==> src/rtl/uart_pkg.sv <==
// uart_pkg: shared types and elaboration helpers for the UART blocks.
// The transmitter's optional parity stage is controlled by UART_TX_PARITY_EN;
// the PARITY encoding exists here in both builds so the receiver can share it.
package uart_pkg;

    typedef enum logic [2:0] {
        ST_IDLE   = 3'd0,
        ST_START  = 3'd1,
        ST_DATA   = 3'd2,
        ST_PARITY = 3'd3,
        ST_STOP   = 3'd4
    } uart_state_e;

    // Clocks per line bit; integer division, result must be >= 2.
    function automatic int uart_clks_per_bit(input int clk_freq, input int baud);
        return clk_freq / baud;
    endfunction

    // Bits needed to hold values 0..value-1, never less than 1.
    function automatic int uart_clog2(input int value);
        int width;
        width = 1;
        while ((1 << width) < value) begin
            width++;
        end
        return width;
    endfunction

endpackage

==> src/rtl/uart_baud_tick.sv <==
// uart_baud_tick: bit-period counter shared by the UART transmitter and the
// future receiver. Counts 0..CLKS_PER_BIT-1, wraps, and flags the last count.
// A synchronous restart pins the phase to the caller's event (no free-run).
// Build macro of the enclosing transmitter: UART_TX_PARITY_EN (no effect here).
import uart_pkg::*;

module uart_baud_tick #(
    parameter int CLKS_PER_BIT = 434,
    parameter int CNT_W        = uart_clog2(CLKS_PER_BIT)
) (
    input  logic             i_clk,
    input  logic             i_rst_n,
    input  logic             i_restart,
    output logic             o_tick,
    output logic [CNT_W-1:0] o_count
);

    logic [CNT_W-1:0] r_count;
    logic             w_wrap;

    assign w_wrap  = (r_count == CNT_W'(CLKS_PER_BIT - 1));
    assign o_tick  = w_wrap;
    assign o_count = r_count;

    // Bit-period counter: restart or wrap returns to 0, otherwise increment.
    always_ff @(posedge i_clk or negedge i_rst_n) begin
        if (!i_rst_n) begin
            r_count <= '0;
        end else if (i_restart || w_wrap) begin
            r_count <= '0;
        end else begin
            r_count <= r_count + CNT_W'(1);
        end
    end

endmodule

==> src/rtl/uart_tx_param.sv <==
// uart_tx_param: parametrised UART transmitter with internal baud divider,
// valid/ready input and configurable data width / stop-bit count.
// Optional parity bit between data and stop: define UART_TX_PARITY_EN
// (adds parameter PARITY_ODD).
//
// state     | meaning
// ----------+-----------------------------------------------------------
// ST_IDLE   | line high, ready for a payload; also the last cycle of the
//           | final stop bit, which is where tx_done pulses
// ST_START  | start bit (0) for one bit period
// ST_DATA   | payload bits, LSB first, one bit period each
// ST_PARITY | parity bit (UART_TX_PARITY_EN builds only)
// ST_STOP   | stop bits (1); left one cycle early on the final stop bit
//
// Leaving STOP one cycle early lets IDLE supply the final stop cycle, so a
// payload accepted in the tx_done cycle starts exactly one frame after the
// previous start bit: frames abut with no idle gap.
import uart_pkg::*;

module uart_tx_param #(
    parameter int CLK_FREQ  = 50000000,
    parameter int BAUD      = 115200,
    parameter int DATA_BITS = 8,
    parameter int STOP_BITS = 1
`ifdef UART_TX_PARITY_EN
    ,
    parameter bit PARITY_ODD = 1'b0
`endif
) (
    input  logic                 i_clk,
    input  logic                 i_rst_n,
    input  logic [DATA_BITS-1:0] i_tx_data,
    input  logic                 i_tx_valid,
    output logic                 o_tx_ready,
    output logic                 o_tx_busy,
    output logic                 o_tx_done,
    output logic                 o_txd
);

    localparam int CLKS_PER_BIT = uart_clks_per_bit(CLK_FREQ, BAUD);
    localparam int CNT_W        = uart_clog2(CLKS_PER_BIT);
    localparam int IDX_W        = uart_clog2(DATA_BITS);

    uart_state_e          r_state;
    logic                 r_txd;
    logic                 r_busy;
    logic                 r_done;
    logic [IDX_W-1:0]     r_bit_idx;
    logic [DATA_BITS-1:0] r_shift;
`ifdef UART_TX_PARITY_EN
    logic                 r_parity;
`endif

    logic             w_restart;
    logic             w_tick;
    logic [CNT_W-1:0] w_baud_cnt;
    logic             w_last_cyc;
    logic             w_last_data;
    logic             w_last_stop;

    // Counter is held at 0 while idle, so it starts at 0 on acceptance.
    assign w_restart   = (r_state == ST_IDLE);
    assign w_last_cyc  = (w_baud_cnt == CNT_W'(CLKS_PER_BIT - 2));
    assign w_last_data = (r_bit_idx == IDX_W'(DATA_BITS - 1));
    assign w_last_stop = (r_bit_idx == IDX_W'(STOP_BITS - 1));

    uart_baud_tick #(
        .CLKS_PER_BIT (CLKS_PER_BIT),
        .CNT_W        (CNT_W)
    ) u_baud (
        .i_clk     (i_clk),
        .i_rst_n   (i_rst_n),
        .i_restart (w_restart),
        .o_tick    (w_tick),
        .o_count   (w_baud_cnt)
    );

    // Frame sequencer with registered line, busy and done outputs.
    always_ff @(posedge i_clk or negedge i_rst_n) begin
        if (!i_rst_n) begin
            r_state   <= ST_IDLE;
            r_txd     <= 1'b1;
            r_busy    <= 1'b0;
            r_done    <= 1'b0;
            r_bit_idx <= '0;
            r_shift   <= '0;
`ifdef UART_TX_PARITY_EN
            r_parity  <= 1'b0;
`endif
        end else begin
            r_done <= 1'b0;
            case (r_state)
                ST_IDLE: begin
                    r_txd <= 1'b1;
                    if (i_tx_valid) begin
                        r_shift <= i_tx_data;
`ifdef UART_TX_PARITY_EN
                        r_parity <= (^i_tx_data) ^ PARITY_ODD;
`endif
                        r_txd   <= 1'b0;
                        r_busy  <= 1'b1;
                        r_state <= ST_START;
                    end
                end
                ST_START: begin
                    if (w_tick) begin
                        r_txd     <= r_shift[0];
                        r_shift   <= r_shift >> 1;
                        r_bit_idx <= '0;
                        r_state   <= ST_DATA;
                    end
                end
                ST_DATA: begin
                    if (w_tick) begin
                        if (w_last_data) begin
                            r_bit_idx <= '0;
`ifdef UART_TX_PARITY_EN
                            r_txd   <= r_parity;
                            r_state <= ST_PARITY;
`else
                            r_txd   <= 1'b1;
                            r_state <= ST_STOP;
`endif
                        end else begin
                            r_txd     <= r_shift[0];
                            r_shift   <= r_shift >> 1;
                            r_bit_idx <= r_bit_idx + IDX_W'(1);
                        end
                    end
                end
`ifdef UART_TX_PARITY_EN
                ST_PARITY: begin
                    if (w_tick) begin
                        r_txd     <= 1'b1;
                        r_bit_idx <= '0;
                        r_state   <= ST_STOP;
                    end
                end
`endif
                ST_STOP: begin
                    r_txd <= 1'b1;
                    if (w_last_stop && w_last_cyc) begin
                        r_bit_idx <= '0;
                        r_busy    <= 1'b0;
                        r_done    <= 1'b1;
                        r_state   <= ST_IDLE;
                    end else if (w_tick) begin
                        r_bit_idx <= r_bit_idx + IDX_W'(1);
                    end
                end
                default: begin
                    r_txd     <= 1'b1;
                    r_busy    <= 1'b0;
                    r_bit_idx <= '0;
                    r_state   <= ST_IDLE;
                end
            endcase
        end
    end

    assign o_txd      = r_txd;
    assign o_tx_busy  = r_busy;
    assign o_tx_ready = ~r_busy;
    assign o_tx_done  = r_done;

endmodule

==> config.mk <==
export PLATFORM = sky130hd
export DESIGN_NAME = uart_tx_param
export DESIGN_NICKNAME = d
export VERILOG_FILES = /design/src/rtl/uart_pkg.sv /design/src/rtl/uart_baud_tick.sv /design/src/rtl/uart_tx_param.sv
export SDC_FILE = /design/constraint.sdc
export NUM_CORES = 1
export LEC_CHECK = 0
export BUFFER_PORTS_ARGS = -buffer_cell sky130_fd_sc_hd__buf_2
export CAP_MARGIN = 20
export CORE_AREA = 2 2 53 55
export CTS_CLUSTER_SIZE = 24
export DETAILED_ROUTE_END_ITERATION = 8
export DIE_AREA = 0 0 55 57
export GPL_TIMING_DRIVEN = 1
export HOLD_SLACK_MARGIN = 0.02
export PLACE_DENSITY = 0.87
export SLEW_MARGIN = 10
export SYNTH_ARGS = -nofsm -noshare
export SYNTH_HDL_FRONTEND = slang
export SYNTH_SLANG_ARGS = --single-unit
==> constraint.sdc <==
create_clock -name i_clk -period 5.7 [get_ports i_clk]
set_input_delay 0.57 -clock i_clk [delete_from_list [all_inputs] [get_ports i_clk]]
set_output_delay 0.57 -clock i_clk [all_outputs]
set_load 0.1 [all_outputs]
# --- Yosys cells after proc, flatten, opt, wreduce, memory -nomap -nowiden ---
# Index checks and enable logic that the tools add are counted.
totals:
  ramBits: 0
  output_inout_bits: 4
  latchBits: 0
  n_memories: 0
  word_cells: 64
  romBits: 0
  regBits: 26
  input_bits: 11
op_classes:
  div_mod_pow: 0
  order_cmp: 0
  n_bitwise: 3
  n_mul: 0
  n_mux: 28
  n_shift: 0
  n_addsub: 2
  reduce_logical: 11
  n_eq_ne: 13
ops:
  columns: ["op", "count"]
  rows:
  - ["8-bit 2-to-1 mux", 4]
  - ["3-bit 2-to-1 mux", 10]
  - ["3-bit one-hot mux with 4 select lines", 2]
  - ["8-bit one-hot mux with 3 select lines", 1]
  - ["9-bit == test (second input constant)", 2]
  - ["5-bit AND reduction", 2]
  - ["9-bit by 1-bit adder with 9-bit output (second input constant)", 1]
  - ["9-bit 2-to-1 mux", 1]
  - ["1-bit 2-to-1 mux", 8]
  - ["2-bit inequality test (second input constant)", 4]
  - ["3-bit == test (second input constant)", 2]
  - ["3-bit zero test", 2]
  - ["1-bit one-hot mux with 3 select lines", 2]
  - ["2-bit by 1-bit inequality test with 1-bit output (second input constant)", 2]
  - ["4-bit AND reduction", 1]
  - ["3-bit by 1-bit adder with 3-bit output (second input constant)", 1]
  - ["3-bit by 1-bit == test with 1-bit output (second input constant)", 1]
  - ["3-bit by 2-bit == test with 1-bit output (second input constant)", 1]
  - ["3-bit by 2-bit inequality test with 1-bit output (second input constant)", 1]
  - ["1-bit NOT", 3]
  - ["3-bit AND reduction", 1]
  - ["3-bit nonzero test", 1]
  - ["2-bit AND reduction", 1]
  - ["2-bit OR reduction", 1]
  - ["other kinds (2)", 2]

# --- Logic depth before layout (Yosys ltp) ---
# Gate-level depths: netlist (run 1).
logic_depth:
  depth_word: 4
  ltp_mapped: 7
  ltp_nobuf: 6

# --- Cells and area by module ---
# A second synthesis (run 1) with hierarchy kept.
hier_totals:
  cells_unflattened: 143
  hier_area_um2: 1572.8
modules_own_cells:
  columns: ["mod", "instances", "area_per_inst_um2", "seq_area_each_um2", "cells_each"]
  rows:
  - ["uart_tx_param", 1, 1087.3, 426.7, 95]
  - ["uart_baud_tick", 1, 485.5, 225.2, 48]

# --- Worst setup path before layout (run 1) ---
# OpenSTA, ideal clock, no wires.
synth_path:
  path_type: "register -> output"
  from: "register r_busy (netlist: o_tx_busy)"
  to: "output port o_tx_ready"
  path_stages_with_launch: 2
  n_path_buf: 0
  arrival_time_ns: 1.590
  required_time_ns: 5.130
  path_slack_ns: 3.540
  cell_sequence: "dfrtp_1 > inv_1"
synth_between:
  elab_chain_len: 1
synth_lines:
  columns: ["item", "line_no", "source"]
  rows:
  - ["start, declared", "uart_tx_param.sv:46", "logic r_busy;"]
  - ["start signal, assigned", "uart_tx_param.sv:83", "r_busy <= 1'b0;"]
  - ["start signal, assigned", "uart_tx_param.sv:101", "r_busy <= 1'b1;"]
  - ["start signal, assigned", "uart_tx_param.sv:144", "r_busy <= 1'b0;"]
  - ["1-bit NOT", "uart_tx_param.sv:163", "assign o_tx_ready = ~r_busy;"]
  - ["end, declared", "uart_tx_param.sv:34", "output logic o_tx_ready,"]
# Every way passes these cells.

# --- Worst setup path after layout (run 1) ---
layout_path:
  from: "register r_state[1]"
  to: "register r_shift[6]"
layout_between:
  elab_chain_len: 3
  elab_cells_between_ends: 10
  cone_classes: "eq/ne (6); mux (1); reduce/logical (3)"
layout_lines:
  columns: ["item", "line_no", "source"]
  rows:
  - ["start, declared", "uart_tx_param.sv:44", "uart_state_e r_state;"]
  - ["start signal, assigned", "uart_tx_param.sv:81", "r_state <= ST_IDLE;"]
  - ["start signal, assigned", "uart_tx_param.sv:102", "r_state <= ST_START;"]
  - ["start signal, assigned", "uart_tx_param.sv:110", "r_state <= ST_DATA;"]
  - ["3-bit by 2-bit == test with 1-bit output (tied with other cells)", "uart_tx_param.sv:92", "case (r_state)"]
  - ["2-bit inequality test (no source line) (tied with other cells)", null, null]
  - ["5-bit AND reduction (no source line)", null, null]
  - ["end signal, assigned", "uart_tx_param.sv:96", "r_shift <= i_tx_data;"]
  - ["end signal, assigned", "uart_tx_param.sv:108", "r_shift <= r_shift >> 1;"]
  - ["end signal, assigned", "uart_tx_param.sv:126", "r_shift <= r_shift >> 1;"]
  - ["end, declared", "uart_tx_param.sv:49", "logic [DATA_BITS-1:0] r_shift;"]
# Parallel ways exist; a longest one is shown, timed or not.
# A chain may end at the register's enable or synchronous reset.

==> results of run 1 <==
metrics by stage:
stage	util, %	hold WS (ns)
finish	60.1	0.220
global route	60.1	0.250
CTS	60.1	0.227
detailed placement	58.7	0.491
global placement	58.7	0.490
floorplan	-	0.274
registers in the layout, summed over array words and instances (netlist names):
register and cells:
u_baud.o_count 9, r_shift 8, r_bit_idx 3, r_state 3
o_tx_busy 1, o_tx_done 1, o_txd 1
worst paths after layout:
kind	slack, ns	to	cells after the start	start
worst max register to register	3.32	r_shift[6]$_DFFE_PN0P_	4	r_state[1]$_DFFE_PN0P_
min in group i_clk	0.52	r_shift[7]$_DFFE_PN0P_	1	r_shift[7]$_DFFE_PN0P_
worst max-delay path	3.32	r_shift[6]$_DFFE_PN0P_	4	r_state[1]$_DFFE_PN0P_
worst min-delay path	0.22	u_baud.o_count[7]$_DFF_PN0_	1	i_rst_n
worst min register to register	0.52	r_shift[7]$_DFFE_PN0P_	1	r_shift[7]$_DFFE_PN0P_
max in group asynchronous	5.10	o_txd$_DFFE_PN1N_	1	i_rst_n
final cells by class:
| class | instances | share of cell area [%] |
|---|---|---|
| repair buffers | 14 | 4.46 |
| well taps | 31 | 2.47 |
| clock buffers | 4 | 2.31 |
| inverters | 6 | 1.43 |
| flip-flops and latches | 26 | 41.5 |
| multi-input cells | 93 | 47.9 |
power groups by stage:
stage	Sequential (mW)	Combinational, mW	Clock (mW)
detailed placement	0.261	0.108	0
global placement	0.258	0.0994	0
finish	0.259	0.106	0.0909
floorplan	0.261	0.0768	0
global route	0.264	0.118	0.102
CTS	0.259	0.107	0.0959
critical path: stages, from the launching register on:
cell and delay, ns:
dfrtp_1 0.54, xnor2_1 0.20, nor2_1 0.59, a221o_1 0.62
mux2_4 0.35
cells in the final DEF (no fill, tap or decap), types with 2 or more instances in the layout:
| cell type | n |
|---|---|
| clkbuf_4 | 3 |
| xnor2_1 | 4 |
| nand2_1 | 7 |
| nand3_1 | 3 |
| nor2_1 | 13 |
| and3_2 | 2 |
| ha_1 | 6 |
| a31oi_1 | 2 |
| or3_1 | 2 |
| a21oi_1 | 4 |
| xor2_1 | 4 |
| dfrtp_1 | 25 |
| mux2_4 | 8 |
| nor2b_1 | 3 |
| nand3b_1 | 2 |
| mux2i_1 | 3 |
| buf_2 | 14 |
| mux2_2 | 7 |
| o21ai_0 | 4 |
| inv_1 | 6 |
per-layer routing:
layer  part of all wire [%]  GRT usage [%]
met4                   0.63           3.14
met3                    2.8           5.50
met2                     52           32.5
met5                      0              0
met1                     45           22.8
cell families after synthesis:
family                   Yosys count  synth area share (%)
AND/OR/NAND/NOR                   44                  17.8
flip-flops                        26                  44.5
multiplexers                      18                  15.6
AO/OA/AOI/OAI                     16                  7.26
buffers and inverters             12                  4.18
XOR/XNOR                           8                  4.78
adder cells (fa/ha/maj)            7                  5.81
==> impl_metrics.toml, run 1 <==
[pwr]
swShare_pct = 31.1
pwr-share-comb_pct = 23.2
p_leak_nw = 0.747
vdd_drop_max_uv = 195
power_per_cell_area_mw_per_mm2 = 290
p_int_uw = 314
p_sw_uw = 142
clkPwrFrac_pct = 20.0
total_power_uw = 455
seqPwrFrac_pct = 56.9

[final_layout]
nFillCells = 236
area_growth_syn_to_layout_pct = 7.26
finalNonFillerCells = 174
final_area_mm2 = 0.00157
insertedDiodeCount = 0
multi_input_area_um2 = 752
regArea_um2 = 652
drive_gt1_share_pct = 29.4
final_nets = 161

[sta]
setup_viol = 0
finClkSkew_ns = 0.00804
period_minus_slack_ns = 2.38
relSlewSlack_pct = 50.1
tightest_slew_ns = 0.746
setup_ws_ns = 3.32
fmax_mhz = 420
tns_ns = 0
hold_violations = 0
rsz0062_at_grt = "no"
slew_violations = 0
min_period_over_period_pct = 41.8

[synthesis]
syn-num-nets = 148
synth_area_mm2 = 0.00147
synth_edf_count = 0
avgSynthCellArea_um2 = 11.2
synth-seq-cells = 26
yosys-top-cells-area = "dfrtp_1 43%, mux2_4 8.2%, mux2_2 5.4%"
ys_warn_count = 0
synth.most_common_cell = "dfrtp_1"
synth_cell_types = 43
syn_inst = 131
async_flop_share_pct = 100
ys.flop_type = "dfrtp_1"
yosysTopAreaCell = "dfrtp_1"
synth-seq-area-share_pct = 44.5
synthTopCellsByCount = "25 x dfrtp_1, 13 x nor2_1, 8 x mux2_4"
yosysTopAreaCellShare_pct = 42.7

[cts]
clock-sinks = 26
cts_root_buf = "clkbuf_4"
cts-resized-gates = 0
hold_buffers = 0
cts.htree.levels = 1
clk_latency_ns = 0.32
cts_tree = "yes"
clkSlewWorstSetupHoldPaths_ns = 0.13
clock_path_buffers = 2
post_cts.repair.setup_buffers = 0
cts_buffers = 3

[floorplan]
die_width_um = 55
die_area_mm2 = 0.00314
initial_core_util_pct = 56.0
die_h_um = 57
rows = 19
io-pin-count = 15
fp.coreArea_mm2 = 0.00262

[place]
io_buffers = 14
place_congestion = 0.770
dp_hpwl_um = 2030
place_area_mm2 = 0.00154
place_ws_ns = 3.35
place_inst = 170

[critical_path]
critPathRequiredTime_ns = 5.92
endpoint_kind = "flop"
cp-start-kind = "flop"
crit_type = "reg2reg"
crit_fanout = 14
crit_arrival_ns = 2.60

[global_route]
grt_pass1_vias = 974
gr-total-overflow = 0
grt_first_pass_wirelength_um = 4260
grt_use_total_pct = 18.7
grt_antenna_before_repair = 0
grt_max_degree = 27

[routing]
wl_per_cell_um = 15.4
drc_errors = 0
drt-total-wl_um = 2690
first_pass_iters = 4
postRouteAntennaNets = 0
vias = 1007
initialDrtViolationCount = 12
vias_per_cell = 5.79

[min_path]
hold_path_class = "in2async"

[run_status]
status = "complete, no violations"

[run]
cap_violations = 0
(Power assumes the default switching activity.)
==> inputs of run 2 (changes only) <==
- ABC_AREA: unset -> 1
- PLACE_DENSITY: 0.87 -> 0.84
- clock period: 5.7 -> 2.4 ns (I/O delays scaled with it)
==> impl_metrics.toml, run 2 <==
[final_layout]
largest_reg_flops = 9
finalNonFillerCells = 227
regArea_um2 = 652
insertedDiodeCount = 0
area_growth_syn_to_layout_pct = 11.9
drive_gt1_share_pct = 17.3
multi_input_area_um2 = 669
layout_common_cells = "70 x nand2_1, 25 x dfrtp_1, 14 x buf_2"
layout_commonest_cell = "nand2_1"
final_nets = 214
nFillCells = 233

[synthesis]
synthMuxAreaShare_pct = 0
yosys.area_share.xor_xnor_pct = 0.627
synth_simple_gate_area_share_pct = 37.1
synthAdderAreaFrac_pct = 5.38
synthTopCellsByCount = "70 x nand2_1, 25 x dfrtp_1, 13 x inv_1, 13 x nor2_1, 9 x nand3_1"
yosysTopAreaCell = "dfrtp_1"
syn_inst = 178
ys_warn_count = 0
syn-num-nets = 195
yosys-top-cells-area = "dfrtp_1 45%, nand2_1 19%, ha_1 5.4%"
synth_edf_count = 0
ys.flop_type = "dfrtp_1"
synth_cell_types = 26
synth.most_common_cell = "nand2_1"
synth-seq-area-share_pct = 46.7
synth-seq-cells = 26
synth-compound-area-share_pct = 4.84
synth_area_mm2 = 0.00140
synth_top_family_by_area = "simple AND/OR/NAND/NOR gates"
avgSynthCellArea_um2 = 7.84
yosysTopAreaCellShare_pct = 44.8
async_flop_share_pct = 100

[sta]
hold_violations = 0
setup_viol = 0
min_period_over_period_pct = 66.9
tightest_slew_ns = 0.561
slew_violations = 0
period_minus_slack_ns = 1.60
tns_ns = 0
finClkSkew_ns = 0.00824
rsz0062_at_grt = "no"
fmax_mhz = 623
relSlewSlack_pct = 62.6

[routing]
met1_length_um = 1280
postRouteAntennaNets = 0
top_layer_used = "met4"
vias_per_cell = 5.00
wl_met2_um = 1130
vias = 1136
drt-total-wl_um = 2520
met3_length_um = 77
first_pass_iters = 4
drc_errors = 0
wl_per_cell_um = 11.1
initialDrtViolationCount = 44

[floorplan]
initial_core_util_pct = 53.4
rows = 19
io-pin-count = 15
die_area_mm2 = 0.00314
fp.coreArea_mm2 = 0.00262
die_h_um = 57
die_width_um = 55

[global_route]
grt_first_pass_wirelength_um = 4540
grt_antenna_before_repair = 0
grt_pass1_vias = 1085
grt_max_degree = 27
grt_use_total_pct = 19.3
gr-total-overflow = 0

[critical_path]
crit_type = "reg2reg"
crit_arrival_ns = 1.84
slowest_stage = "dfrtp_1"
crit_chain = "inv_1 > ha_1 > nand2_1 > nor3_2 > nand2_2 > nand2_2 > nand2_4 > nor2_8 > inv_4 > nand2_1 > nand2_1"
cp_common_cell = "nand2_1"
cp-start-kind = "flop"
endpoint_kind = "flop"
max_stage_delay_ns = 0.43
critPathRequiredTime_ns = 2.64
crit_fanout = 10

[pwr]
p_leak_nw = 0.819
vdd_drop_max_uv = 1090
total_power_mw = 2.11
power_per_cell_area_mw_per_mm2 = 1350

[run]
cap_violations = 0

[place]
io_buffers = 14
place_inst = 222
place_congestion = 0.866
dp_hpwl_um = 1880

[cts]
cts_buffers = 3
clk_latency_ns = 0.32
cts_root_buf = "clkbuf_4"
cts_tree = "yes"
clock_path_buffers = 2
clkSlewWorstSetupHoldPaths_ns = 0.15
cts.htree.levels = 1
clock-sinks = 26

[run_status]
status = "complete, no violations"

[min_path]
hold_path_class = "in2reg"
## run 2: area by class of cell
cell class	instances	share of cell area, %
clock inverters	1	1.92
flip-flops and latches	26	41.7
inverters	18	4.48
repair buffers	15	5.12
clock buffers	3	1.44
well taps	31	2.48
multi-input cells	133	42.8
## run 2: what timing repair did
| action | CTS | global route |
|---|---|---|
| hold buffers | 1 | 0 |
| setup buffers | 0 | 0 |
| resized for setup | 0 | 0 |
| hold endpoints to repair | 25 | 0 |
## run 2: metrics by stage
stage                     utilization [%]  setup slack, ns  cell area [um^2]  hold WS, ns
after floorplan                         -            0.578              1400      -0.0556
final                                59.8            0.795              1560        0.129
after global placement               57.4            0.822              1500        0.273
after detailed placement             57.4            0.817              1500        0.270
after global routing                 59.8            0.628              1560        0.161
after CTS                            59.8            0.785              1560        0.133
## run 2: path summary, 6_finish.rpt
path	startpoint	endpoint	slack (ns)	depth (start not counted)
max reg2reg	u_baud.o_count[1]$_DFF_PN0_	r_shift[7]$_DFFE_PN0P_	0.80	11
min	i_tx_data[7]	r_shift[7]$_DFFE_PN0P_	0.13	3
min in group asynchronous	i_rst_n	r_state[1]$_DFFE_PN0P_	0.42	2
max in group asynchronous	i_rst_n	o_tx_busy$_DFFE_PN0P_	1.61	2
min reg2reg	r_shift[6]$_DFFE_PN0P_	r_shift[6]$_DFFE_PN0P_	0.49	2
max	u_baud.o_count[1]$_DFF_PN0_	r_shift[7]$_DFFE_PN0P_	0.80	11
## run 2: kinds of logic (layout without fill, tap and decap cells)
group | after synthesis | in the layout
AO/OA/AOI/OAI | 13 | 13
XOR/XNOR | 1 | 1
AND/OR/NAND/NOR | 113 | 113
adder cells (fa/ha/maj) | 6 | 6
flip-flops | 26 | 26
buffers and inverters | 19 | 37
## run 2: worst max-delay path, delay by kind of cell, from the launching register on
family	cells	cell delay, ns
adders and majority gates	1	0.13
buffers and inverters	2	0.16
and+or+nand+nor	8	0.81
DFF	1	0.43
## run 2: per-layer routing
metal / vias to the layer above / GRT usage (%)
li1: 595 / -
met1: 517 / 29.0
met2: 20 / 29.3
met3: 4 / 2.62
met4: 0 / 5.23
met5: - / 0
## run 2: power by group
part	switching (mW)	leakage [nW]	internal (mW)	total, mW
Combinational	0.805	0.450	0.307	1.11
Clock	0.136	0.0279	0.169	0.304
Sequential	0.111	0.341	0.583	0.694
